===== config.mk =====
export PLATFORM = sky130hd
export DESIGN_NAME = seq_alu_flat
export DESIGN_NICKNAME = d
export VERILOG_FILES = /design/src/rtl/seq_alu_if.sv /design/src/rtl/seq_alu.sv /design/src/flat_wrapper.sv
export SDC_FILE = /design/constraint.sdc
export NUM_CORES = 1
export LEC_CHECK = 0
export BUFFER_PORTS_ARGS = -buffer_cell sky130_fd_sc_hd__buf_2
export CAP_MARGIN = 10
export CORE_UTILIZATION = 38
export CTS_BUF_LIST = sky130_fd_sc_hd__clkbuf_8
export DETAILED_ROUTE_END_ITERATION = 10
export GPL_ROUTABILITY_DRIVEN = 0
export PLACE_DENSITY = 0.59
export SYNTH_ARGS = -nofsm -noshare
export SYNTH_HDL_FRONTEND = slang
export SYNTH_SLANG_ARGS = --single-unit

===== constraint.sdc =====
create_clock -name clk -period 16.5 [get_ports clk]
set_input_delay 2.475 -clock clk [delete_from_list [all_inputs] [get_ports clk]]
set_output_delay 2.475 -clock clk [all_outputs]
set_load 0.005 [all_outputs]

===== src/rtl/seq_alu_if.sv =====
// Issue/writeback handshake bundle for seq_alu: operation request channel
// and tagged result channel, each with its own valid/ready pair.
interface seq_alu_if #(
   parameter int WIDTH = 32,
   parameter int TAG_W = 4
);
   logic             in_valid;
   logic             in_ready;
   logic [3:0]       op;
   logic [WIDTH-1:0] a;
   logic [WIDTH-1:0] b;
   logic [TAG_W-1:0] tag_in;
   logic             out_valid;
   logic             out_ready;
   logic [WIDTH-1:0] result;
   logic [7:0]       status;
   logic [TAG_W-1:0] tag_out;
   logic             busy;

   modport master (
      output in_valid, op, a, b, tag_in, out_ready,
      input  in_ready, out_valid, result, status, tag_out, busy
   );

   modport slave (
      input  in_valid, op, a, b, tag_in, out_ready,
      output in_ready, out_valid, result, status, tag_out, busy
   );
endinterface


===== src/rtl/seq_alu.sv =====
// Handshaked WIDTH-bit ALU: single-cycle logic/add/shift ops, iterative
// shift-add multiply and restoring divide on magnitudes with sign fixup.
module seq_alu #(
   parameter int WIDTH = 32,
   parameter int TAG_W = 4
) (
   input  logic      clk,
   input  logic      rst_n,
   seq_alu_if.slave  bus
);
   localparam int SH_W = $clog2(WIDTH);
   localparam logic [SH_W-1:0] CNT_LAST = SH_W'(WIDTH - 1);
   localparam logic [SH_W-1:0] CNT_ONE  = SH_W'(1);
   localparam logic [SH_W-1:0] CNT_ZERO = SH_W'(0);

   localparam logic [3:0] OP_AND  = 4'd0;
   localparam logic [3:0] OP_OR   = 4'd1;
   localparam logic [3:0] OP_ADD  = 4'd2;
   localparam logic [3:0] OP_DIV  = 4'd4;
   localparam logic [3:0] OP_MUL  = 4'd5;
   localparam logic [3:0] OP_SUB  = 4'd6;
   localparam logic [3:0] OP_SLT  = 4'd7;
   localparam logic [3:0] OP_SLL  = 4'd8;
   localparam logic [3:0] OP_SRL  = 4'd9;
   localparam logic [3:0] OP_XOR  = 4'd10;
   localparam logic [3:0] OP_NOR  = 4'd11;
   localparam logic [3:0] OP_ADDW = 4'd12;
   localparam logic [3:0] OP_ADDH = 4'd13;

   typedef enum logic [1:0] {
      ST_IDLE = 2'd0,
      ST_BUSY = 2'd1,
      ST_DONE = 2'd2
   } state_t;

   state_t state_r, state_s;

   logic             in_ready_s, accept_s, iter_s;
   logic [WIDTH-1:0] simple_res_s;
   logic [7:0]       simple_stat_s;
   logic [WIDTH:0]   sum_s;
   logic [WIDTH-1:0] diff_s;
   logic             big_shift_s, cy_s, neg_s, al_s, dz_s;

   logic [WIDTH-1:0] hi_r, lo_r, dvs_r;
   logic             neg_r, is_mul_r;
   logic [SH_W-1:0]  cnt_r;
   logic [WIDTH:0]   mul_sum_s, div_sh_s;
   logic [WIDTH-1:0] div_sub_s;
   logic             div_ge_s;
   logic [WIDTH-1:0] hi_s, lo_s;
   logic [2*WIDTH-1:0] prod_s, prod_fix_s;
   logic [WIDTH-1:0] iter_res_s;
   logic [7:0]       iter_stat_s;

   logic [WIDTH-1:0] result_r;
   logic [7:0]       status_r;
   logic [TAG_W-1:0] tag_r;
   logic             out_valid_r, busy_r;

   function automatic logic [WIDTH-1:0] mag(input logic [WIDTH-1:0] v);
      if (v[WIDTH-1]) begin
         mag = {WIDTH{1'b0}} - v;
      end else begin
         mag = v;
      end
   endfunction

   function automatic logic [7:0] pack_status(input logic [WIDTH-1:0] res,
      input logic ovf, input logic cy, input logic neg, input logic al,
      input logic dz);
      pack_status = {(res == {WIDTH{1'b0}}), ovf, cy, neg, al, dz, 2'b00};
   endfunction

   assign iter_s   = (bus.op == OP_MUL) | ((bus.op == OP_DIV) & (|bus.b));
   assign accept_s = bus.in_valid & in_ready_s;

   // State register
   always_ff @(posedge clk) begin
      if (!rst_n) begin
         state_r <= ST_IDLE;
      end else begin
         state_r <= state_s;
      end
   end

   // Next-state logic
   always_comb begin
      state_s = state_r;
      case (state_r)
         ST_IDLE: begin
            if (bus.in_valid) begin
               state_s = iter_s ? ST_BUSY : ST_DONE;
            end else begin
               state_s = ST_IDLE;
            end
         end
         ST_BUSY: begin
            if (cnt_r == CNT_ZERO) begin
               state_s = ST_DONE;
            end else begin
               state_s = ST_BUSY;
            end
         end
         ST_DONE: begin
            if (bus.out_ready && bus.in_valid) begin
               state_s = iter_s ? ST_BUSY : ST_DONE;
            end else if (bus.out_ready) begin
               state_s = ST_IDLE;
            end else begin
               state_s = ST_DONE;
            end
         end
         default: state_s = ST_IDLE;
      endcase
   end

   // Output logic: acceptance window, including handover while draining
   always_comb begin
      in_ready_s = 1'b0;
      case (state_r)
         ST_IDLE: in_ready_s = 1'b1;
         ST_DONE: in_ready_s = bus.out_ready;
         default: in_ready_s = 1'b0;
      endcase
   end

   // Single-cycle result and flags computed from the offered operands
   always_comb begin
      sum_s        = {1'b0, bus.a} + {1'b0, bus.b};
      diff_s       = bus.a - bus.b;
      big_shift_s  = |bus.b[WIDTH-1:SH_W];
      simple_res_s = {WIDTH{1'b0}};
      cy_s         = 1'b0;
      neg_s        = 1'b0;
      al_s         = 1'b0;
      dz_s         = 1'b0;
      case (bus.op)
         OP_AND: simple_res_s = bus.a & bus.b;
         OP_OR:  simple_res_s = bus.a | bus.b;
         OP_XOR: simple_res_s = bus.a ^ bus.b;
         OP_NOR: simple_res_s = ~(bus.a | bus.b);
         OP_ADD: begin
            simple_res_s = sum_s[WIDTH-1:0];
            cy_s         = sum_s[WIDTH];
            neg_s        = sum_s[WIDTH-1];
         end
         OP_SUB: begin
            simple_res_s = diff_s;
            cy_s         = (bus.a < bus.b);
            neg_s        = diff_s[WIDTH-1];
         end
         OP_ADDW: begin
            simple_res_s = sum_s[WIDTH-1:0];
            al_s         = (sum_s[1:0] == 2'b00);
            neg_s        = sum_s[WIDTH-1];
         end
         OP_ADDH: begin
            simple_res_s = sum_s[WIDTH-1:0];
            al_s         = ~sum_s[0];
            neg_s        = sum_s[WIDTH-1];
         end
         OP_SLT: simple_res_s = {{(WIDTH-1){1'b0}}, ($signed(bus.a) < $signed(bus.b))};
         OP_SLL: simple_res_s = big_shift_s ? {WIDTH{1'b0}} : (bus.a << bus.b[SH_W-1:0]);
         OP_SRL: simple_res_s = big_shift_s ? {WIDTH{1'b0}} : (bus.a >> bus.b[SH_W-1:0]);
         OP_DIV: dz_s = ~(|bus.b);
         default: simple_res_s = {WIDTH{1'b0}};
      endcase
      simple_stat_s = pack_status(simple_res_s, 1'b0, cy_s, neg_s, al_s, dz_s);
   end

   // One multiply/divide step; on the last step the fixed-up result is also formed
   always_comb begin
      mul_sum_s = {1'b0, hi_r} + {1'b0, (lo_r[0] ? dvs_r : {WIDTH{1'b0}})};
      div_sh_s  = {hi_r, lo_r[WIDTH-1]};
      div_ge_s  = (div_sh_s >= {1'b0, dvs_r});
      div_sub_s = div_sh_s[WIDTH-1:0] - dvs_r;
      if (is_mul_r) begin
         hi_s = mul_sum_s[WIDTH:1];
         lo_s = {mul_sum_s[0], lo_r[WIDTH-1:1]};
      end else begin
         hi_s = div_ge_s ? div_sub_s : div_sh_s[WIDTH-1:0];
         lo_s = {lo_r[WIDTH-2:0], div_ge_s};
      end
      prod_s     = {hi_s, lo_s};
      prod_fix_s = neg_r ? ({(2*WIDTH){1'b0}} - prod_s) : prod_s;
      if (is_mul_r) begin
         iter_res_s  = prod_fix_s[WIDTH-1:0];
         iter_stat_s = pack_status(iter_res_s,
            (prod_fix_s[2*WIDTH-1:WIDTH] != {WIDTH{prod_fix_s[WIDTH-1]}}),
            1'b0, iter_res_s[WIDTH-1], 1'b0, 1'b0);
      end else begin
         iter_res_s  = neg_r ? ({WIDTH{1'b0}} - lo_s) : lo_s;
         iter_stat_s = pack_status(iter_res_s, 1'b0, 1'b0, iter_res_s[WIDTH-1], 1'b0, 1'b0);
      end
   end

   // Datapath registers and registered outputs
   always_ff @(posedge clk) begin
      if (!rst_n) begin
         hi_r        <= {WIDTH{1'b0}};
         lo_r        <= {WIDTH{1'b0}};
         dvs_r       <= {WIDTH{1'b0}};
         neg_r       <= 1'b0;
         is_mul_r    <= 1'b0;
         cnt_r       <= CNT_ZERO;
         result_r    <= {WIDTH{1'b0}};
         status_r    <= 8'h00;
         tag_r       <= {TAG_W{1'b0}};
         out_valid_r <= 1'b0;
         busy_r      <= 1'b0;
      end else begin
         out_valid_r <= (state_s == ST_DONE);
         busy_r      <= (state_s == ST_BUSY);
         if (accept_s) begin
            tag_r    <= bus.tag_in;
            is_mul_r <= (bus.op == OP_MUL);
            neg_r    <= bus.a[WIDTH-1] ^ bus.b[WIDTH-1];
            hi_r     <= {WIDTH{1'b0}};
            lo_r     <= mag(bus.a);
            dvs_r    <= mag(bus.b);
            cnt_r    <= CNT_LAST;
            if (!iter_s) begin
               result_r <= simple_res_s;
               status_r <= simple_stat_s;
            end
         end else if (state_r == ST_BUSY) begin
            hi_r  <= hi_s;
            lo_r  <= lo_s;
            cnt_r <= cnt_r - CNT_ONE;
            if (cnt_r == CNT_ZERO) begin
               result_r <= iter_res_s;
               status_r <= iter_stat_s;
            end
         end
      end
   end

   assign bus.in_ready  = in_ready_s;
   assign bus.out_valid = out_valid_r;
   assign bus.result    = result_r;
   assign bus.status    = status_r;
   assign bus.tag_out   = tag_r;
   assign bus.busy      = busy_r;
endmodule


===== src/flat_wrapper.sv =====
// flat-port wrapper written by rule: the top's interface ports become plain ports
module seq_alu_flat 
#(
   parameter int WIDTH = 32,
   parameter int TAG_W = 4
)
  (clk, rst_n, bus_in_valid, bus_op, bus_a, bus_b, bus_tag_in, bus_out_ready, bus_in_ready, bus_out_valid, bus_result, bus_status, bus_tag_out, bus_busy);
  seq_alu_if #(.WIDTH(WIDTH), .TAG_W(TAG_W)) bus_i ();
  input  logic clk;
  input  logic rst_n;
  input wire logic [$bits(bus_i.in_valid)-1:0] bus_in_valid;
  input wire logic [$bits(bus_i.op)-1:0] bus_op;
  input wire logic [$bits(bus_i.a)-1:0] bus_a;
  input wire logic [$bits(bus_i.b)-1:0] bus_b;
  input wire logic [$bits(bus_i.tag_in)-1:0] bus_tag_in;
  input wire logic [$bits(bus_i.out_ready)-1:0] bus_out_ready;
  output wire logic [$bits(bus_i.in_ready)-1:0] bus_in_ready;
  output wire logic [$bits(bus_i.out_valid)-1:0] bus_out_valid;
  output wire logic [$bits(bus_i.result)-1:0] bus_result;
  output wire logic [$bits(bus_i.status)-1:0] bus_status;
  output wire logic [$bits(bus_i.tag_out)-1:0] bus_tag_out;
  output wire logic [$bits(bus_i.busy)-1:0] bus_busy;
  assign bus_i.in_valid = bus_in_valid;
  assign bus_i.op = bus_op;
  assign bus_i.a = bus_a;
  assign bus_i.b = bus_b;
  assign bus_i.tag_in = bus_tag_in;
  assign bus_i.out_ready = bus_out_ready;
  assign bus_in_ready = bus_i.in_ready;
  assign bus_out_valid = bus_i.out_valid;
  assign bus_result = bus_i.result;
  assign bus_status = bus_i.status;
  assign bus_tag_out = bus_i.tag_out;
  assign bus_busy = bus_i.busy;
  seq_alu #(.WIDTH(WIDTH), .TAG_W(TAG_W)) u_core (.clk(clk), .rst_n(rst_n), .bus(bus_i));
endmodule

# Yosys cells after proc, flatten, opt, wreduce, memory -nomap -nowiden
# Cells that the tools add are included.
# W data, S select, Z words.
[word_totals]
regBits = 151
input_bits = 76
output_inout_bits = 47
wordCells = 106
[classes]
n_addsub = 9
n_lt_le_gt_ge = 3
eq_ne = 18
n_shift = 2
n_mux = 36
bitwise_logic = 11
reduce_logical = 15
[op_table]
columns = ["op", "count"]
rows = [
  ["$mux W32", 16],
  ["$pmux W32 S9", 1],
  ["$logic_not A32 Y1", 3],
  ["$sub A1 B32 Y32 const A", 3],
  ["$add A32 B32 Y33", 2],
  ["$lt A32 B32 Y1", 2],
  ["$mux W64", 1],
  ["$sub A1 B64 Y64 const A", 1],
  ["$sub A32 B32 Y32", 2],
  ["$mux W8", 5],
  ["$ge A33 B32 Y1", 1],
  ["$and A32 B32 Y32", 1],
  ["$ne A32 B32 Y1", 1],
  ["$not A32 Y32", 1],
  ["$or A32 B32 Y32", 1],
  ["$reduce_or A32 Y1", 1],
  ["$shl A32 B5 Y32", 1],
  ["$shr A32 B5 Y32", 1],
  ["$xor A32 B32 Y32", 1],
  ["$reduce_or A27 Y1", 1],
  ["$eq A4 B4 Y1 const B", 6],
  ["$eq A4 B3 Y1 const B", 4],
  ["$mux W2", 5],
  ["$mux W5", 2],
  ["other kinds (21)", 31],
]

# Longest topological paths before layout
[logic_depth]
word_depth = 10
mapped_depth = 26
ltp_nobuf = 23

# Worst setup path before layout
# No wires, ideal clock.
[synth_timing]
path_kind = "input port to flip-flop"
startpoint = "input bus_b[1]"
endpoint = "register u_core.status_r[7], in the netlist u_core.bus.status[7]"
setup_ns = 0.059
arrival_ns = 7.426
required_ns = 16.441
slack_ns = 9.015
path_stages = 21
n_path_buf = 4
path_cell_list = "clkbuf_1 -> buf_1 -> clkbuf_1 -> buf_1 -> inv_1 -> fa_1 -> nand2b_1 -> a21oi_1 -> o21ai_0 -> a21oi_1 -> o211a_1 -> o31ai_1 -> a2111oi_0 -> nor3_1 -> o221a_2 -> o21ai_0 -> or4b_2 -> nor3_1 -> nand3_1 -> nor2_1 -> a22o_1"
[synth_between]
elab_chain_len = 6
elab_cells_between_ends = 20
cone_classes = "add/sub (2); order compare (1); eq/ne (1); shift (2); mux (5); bitwise (6); reduce/logical (3)"
[synth_rtl]
columns = ["item", "line", "rtl"]
rows = [
  ["start: declaration", "flat_wrapper.sv:14", "input wire logic [$bits(bus_i.b)-1:0] bus_b;"],
  ["branches (longest 6 deep; another with $add A32 B32 Y33)", "--", ""],
  ["end signal: assignment", "seq_alu.sv:225", "status_r <= simple_stat_s;"],
  ["end signal: assignment", "seq_alu.sv:233", "status_r <= iter_stat_s;"],
  ["end: declaration", "seq_alu.sv:57", "logic [7:0] status_r;"],
]
# Parallel ways; which one is timed is not known. The select of a mux whose other input is x is not followed.
# A chain may end at the register's enable or synchronous reset.

# Worst setup path in the final report
[layout_timing]
startpoint = "input bus_b[2]"
endpoint = "register u_core.status_r[7], in the netlist u_core.bus.status[7]"
# The elaborated chain is that of the path after synthesis.

==> out/qor.csv <==
metric,value,unit
status,completed,
clk_skew,31.95,ps
critical path class,primary input to register,
Yosys top cell area share,0.1317,
number of max-cap violations,0,
Hold WS,453.8,ps
DIE WIDTH,246.2,µm
# DRC,0,
Filler Cells Inserted,6227,
first-pass GRT wire length,146500,µm
FP Rows,89,
DR pass1 iterations,7,
area of the die,60590,µm²
RSZ-0062 raised after global routing,no,
final cell count without fillers,3878,
GRT Total Usage,0.3199,
via count,25230,
post-CTS sizing,0,
"Req. time, crit path",17020,ps
ys async rst share,0,
DRT Wirelength,98310,µm
initial antenna violation count,8,
number of flops mapped to enable cells by yosys,0,
yosys warns,0,
clock buffer depth,2,
CP cell instances,buf_2 > inv_2 > buf_4 > ha_1 > nand2b_1 > a21oi_1 > o21ai_0 > a21oi_1 > o211a_1 > o31ai_1 > a2111oi_0 > nor3_1 > o311ai_0 > a21boi_0 > nor2_1 > nor2_1 > a311o_1 > nor4_1 > a22o_1,
CP Max Fanout,52,
antenna-violating nets left,0,
area of the core,58910,µm²
Final WS setup,8946,ps
"delay-heaviest family, CP",compound AO/OA/AOI/OAI gates,
PwrDens,59.60,nW/µm²
Gate Count Post-Synth,3152,
CTS Hold Bufs,0,
final worst path period share,0.4578,
CTS tree,yes,
Final setup viols,0,
initial drt markers,2422,
Worst Max-Slew Pin Slew,1196,ps
"flops & latches, synth",149,
setup bufs post-CTS,0,
Die Y,246.2,µm
Starting Density,0.3845,
clk_lat worst skew,580,ps
Sink Count,149,
largest area contributor in the netlist,dfxtp_1,
Avg WL per Cell,25.35,µm
total grt overflow,0,
crit path time final,7554,ps
"Seq/Total Area, Yosys",0.1317,
Max Slew Vio Count,0,
Min-Delay Path Class,register to register,
H-tree Lvls,4,
final count of hold timing violations,0,
layout net count,3333,
Netlist Area Pre-Place,22650,µm²
Leak,9.579,nW
TritonCTS Buffers,17,
top post-synthesis cells by area,"dfxtp_1, ha_1, mux4_2, nor2_1, a21oi_1",
pre-CTS setup slack,8620,ps
relative slew slack,0.1971,
arrival time worst endpoint,8070,ps
clock-pin slew on the worst setup and hold paths,100,ps
crit start category,primary input,
Setup TNS,0,ps
Main synth FF type,dfxtp_1,
via/cell ratio,6.505,
DP Wirelength,73660,µm
"Distinct cells, synth",98,
fmax,132.4,MHz
vias in the first global route,23220,
peak supply drop,0.05164,mV
cell count after placement,3841,
area grow syn2layout,6.330,%
IO Count,123,
Mean Syn Cell Area,7.186,µm²
count of input and output buffers,120,
Buf/Inv on CP,3,
"Slowest-stage cell, CP",o311ai_0,
ratio of cells with drive above 1 in the final layout,0.1096,
crit-path max cell delay,760,ps
largest net degree at the start of global routing,79,
Root Buffer,clkbuf_8,
crit end category,register,
## layer usage
layer / global-route usage / share of wire
met5: 0 / 0.00045
met4: 0.2298 / 0.078
met3: 0.06765 / 0.094
met2: 0.4904 / 0.43
met1: 0.3956 / 0.40
## metrics by stage
stage	instance area, µm²	utilization	power [mW]
2_1_floorplan	22660	-	0.8850
3_3_place_gp	23650	0.4014	1.095
3_5_place_dp	23650	0.4014	1.095
4_1_cts	24060	0.4085	1.423
5_1_grt	24080	0.4087	1.510
6_report	24090	0.4089	1.436
## kinds of logic after synthesis
family	after synthesis	share of synthesized area
and+or+nand+nor	1094	0.2264
other	1	0.0001656
adders and majority gates	169	0.09468
xor gates and xnor gates	161	0.06225
buffers and inverters	399	0.06766
muxes	157	0.1056
AOI/OAI and AO/OA	1022	0.3116
DFF	149	0.1317
## area by class of cell
type | count | area (µm²) | area share
well taps | 773 | 967.2 | 0.04016
clock buffers | 17 | 234.0 | 0.009714
repair buffers | 164 | 939.7 | 0.03901
multi-input cells | 2605 | 18190 | 0.7553
clock inverters | 15 | 185.2 | 0.007688
flip-flops and latches | 149 | 2988 | 0.1241
diodes | 4 | 10.01 | 0.0004156
inverters | 151 | 569.3 | 0.02364
## sequential cells by signal, summed over array words and instances, names as in the netlist
| register | cells |
|---|---|
| u_core.bus.busy | 1 |
| u_core.bus.out_valid | 1 |
| u_core.bus.status | 6 |
| u_core.is_mul_r | 1 |
| u_core.lo_r | 32 |
| u_core.bus.tag_out | 4 |
| u_core.bus.result | 32 |
| u_core.hi_r | 32 |
| u_core.cnt_r | 5 |
| u_core.state_r | 2 |
| u_core.dvs_r | 32 |
| u_core.neg_r | 1 |
## placed cells by master (no fill, tap or decap), drive strengths merged, types with 42 or more instances in the layout
cell / n
ha: 165
xnor2: 122
o21ai: 196
a21o: 51
buf: 164
nor3: 86
mux4: 64
mux2i: 78
nor2: 377
nand2b: 50
o31ai: 46
and2: 42
a21oi: 252
a211oi: 112
nand2: 276
inv: 160
dfxtp: 149
nand3: 70
## Yosys cell counts (19+ instances only)
master and n:
clkbuf_1 193, a31oi_1 26, ha_1 165, buf_1 33, a21o_1 51, nand4_1 30
inv_1 148, mux2i_1 78, a21oi_1 252, o211ai_1 27, o21ai_0 185, nor2b_1 21
a211oi_1 111, nor2_1 376, mux4_2 64, o31ai_1 45, and3_1 19, or3_1 31
or4_1 19, xnor2_1 122, nor4_1 30, xor2_1 39, a2111oi_0 22, a221o_1 24
nand2_1 276, a221oi_1 35, dfxtp_1 149, nand3_1 69, nor3_1 86, o41ai_1 23
nand2b_1 50, and2_1 42
## path summary, 6_finish.rpt
kind,startpoint,end,slack [ps],cells after the start
hold / removal,u_core.bus.tag_out[3],u_core.bus.tag_out[3],450,2
setup reg to reg,u_core.lo_r[0],u_core.bus.status[6],9800,19
hold reg to reg,u_core.bus.tag_out[3],u_core.bus.tag_out[3],450,2
setup / recovery,bus_b[2],u_core.bus.status[7],8950,19
## worst min-delay path, stage by stage (launching register included)
cell,delay [ps]
dfxtp_1,320
nand2_1,50
a21oi_1,50
## power breakdown
part	internal, mW	switching [mW]	total (mW)	leakage (nW)
Combinational	0.245	0.447	0.692	8.14
Clock	0.141	0.184	0.325	0.214
Sequential	0.386	0.0335	0.419	1.22
Total	0.772	0.664	1.44	9.58
(Power assumes the default switching activity.)
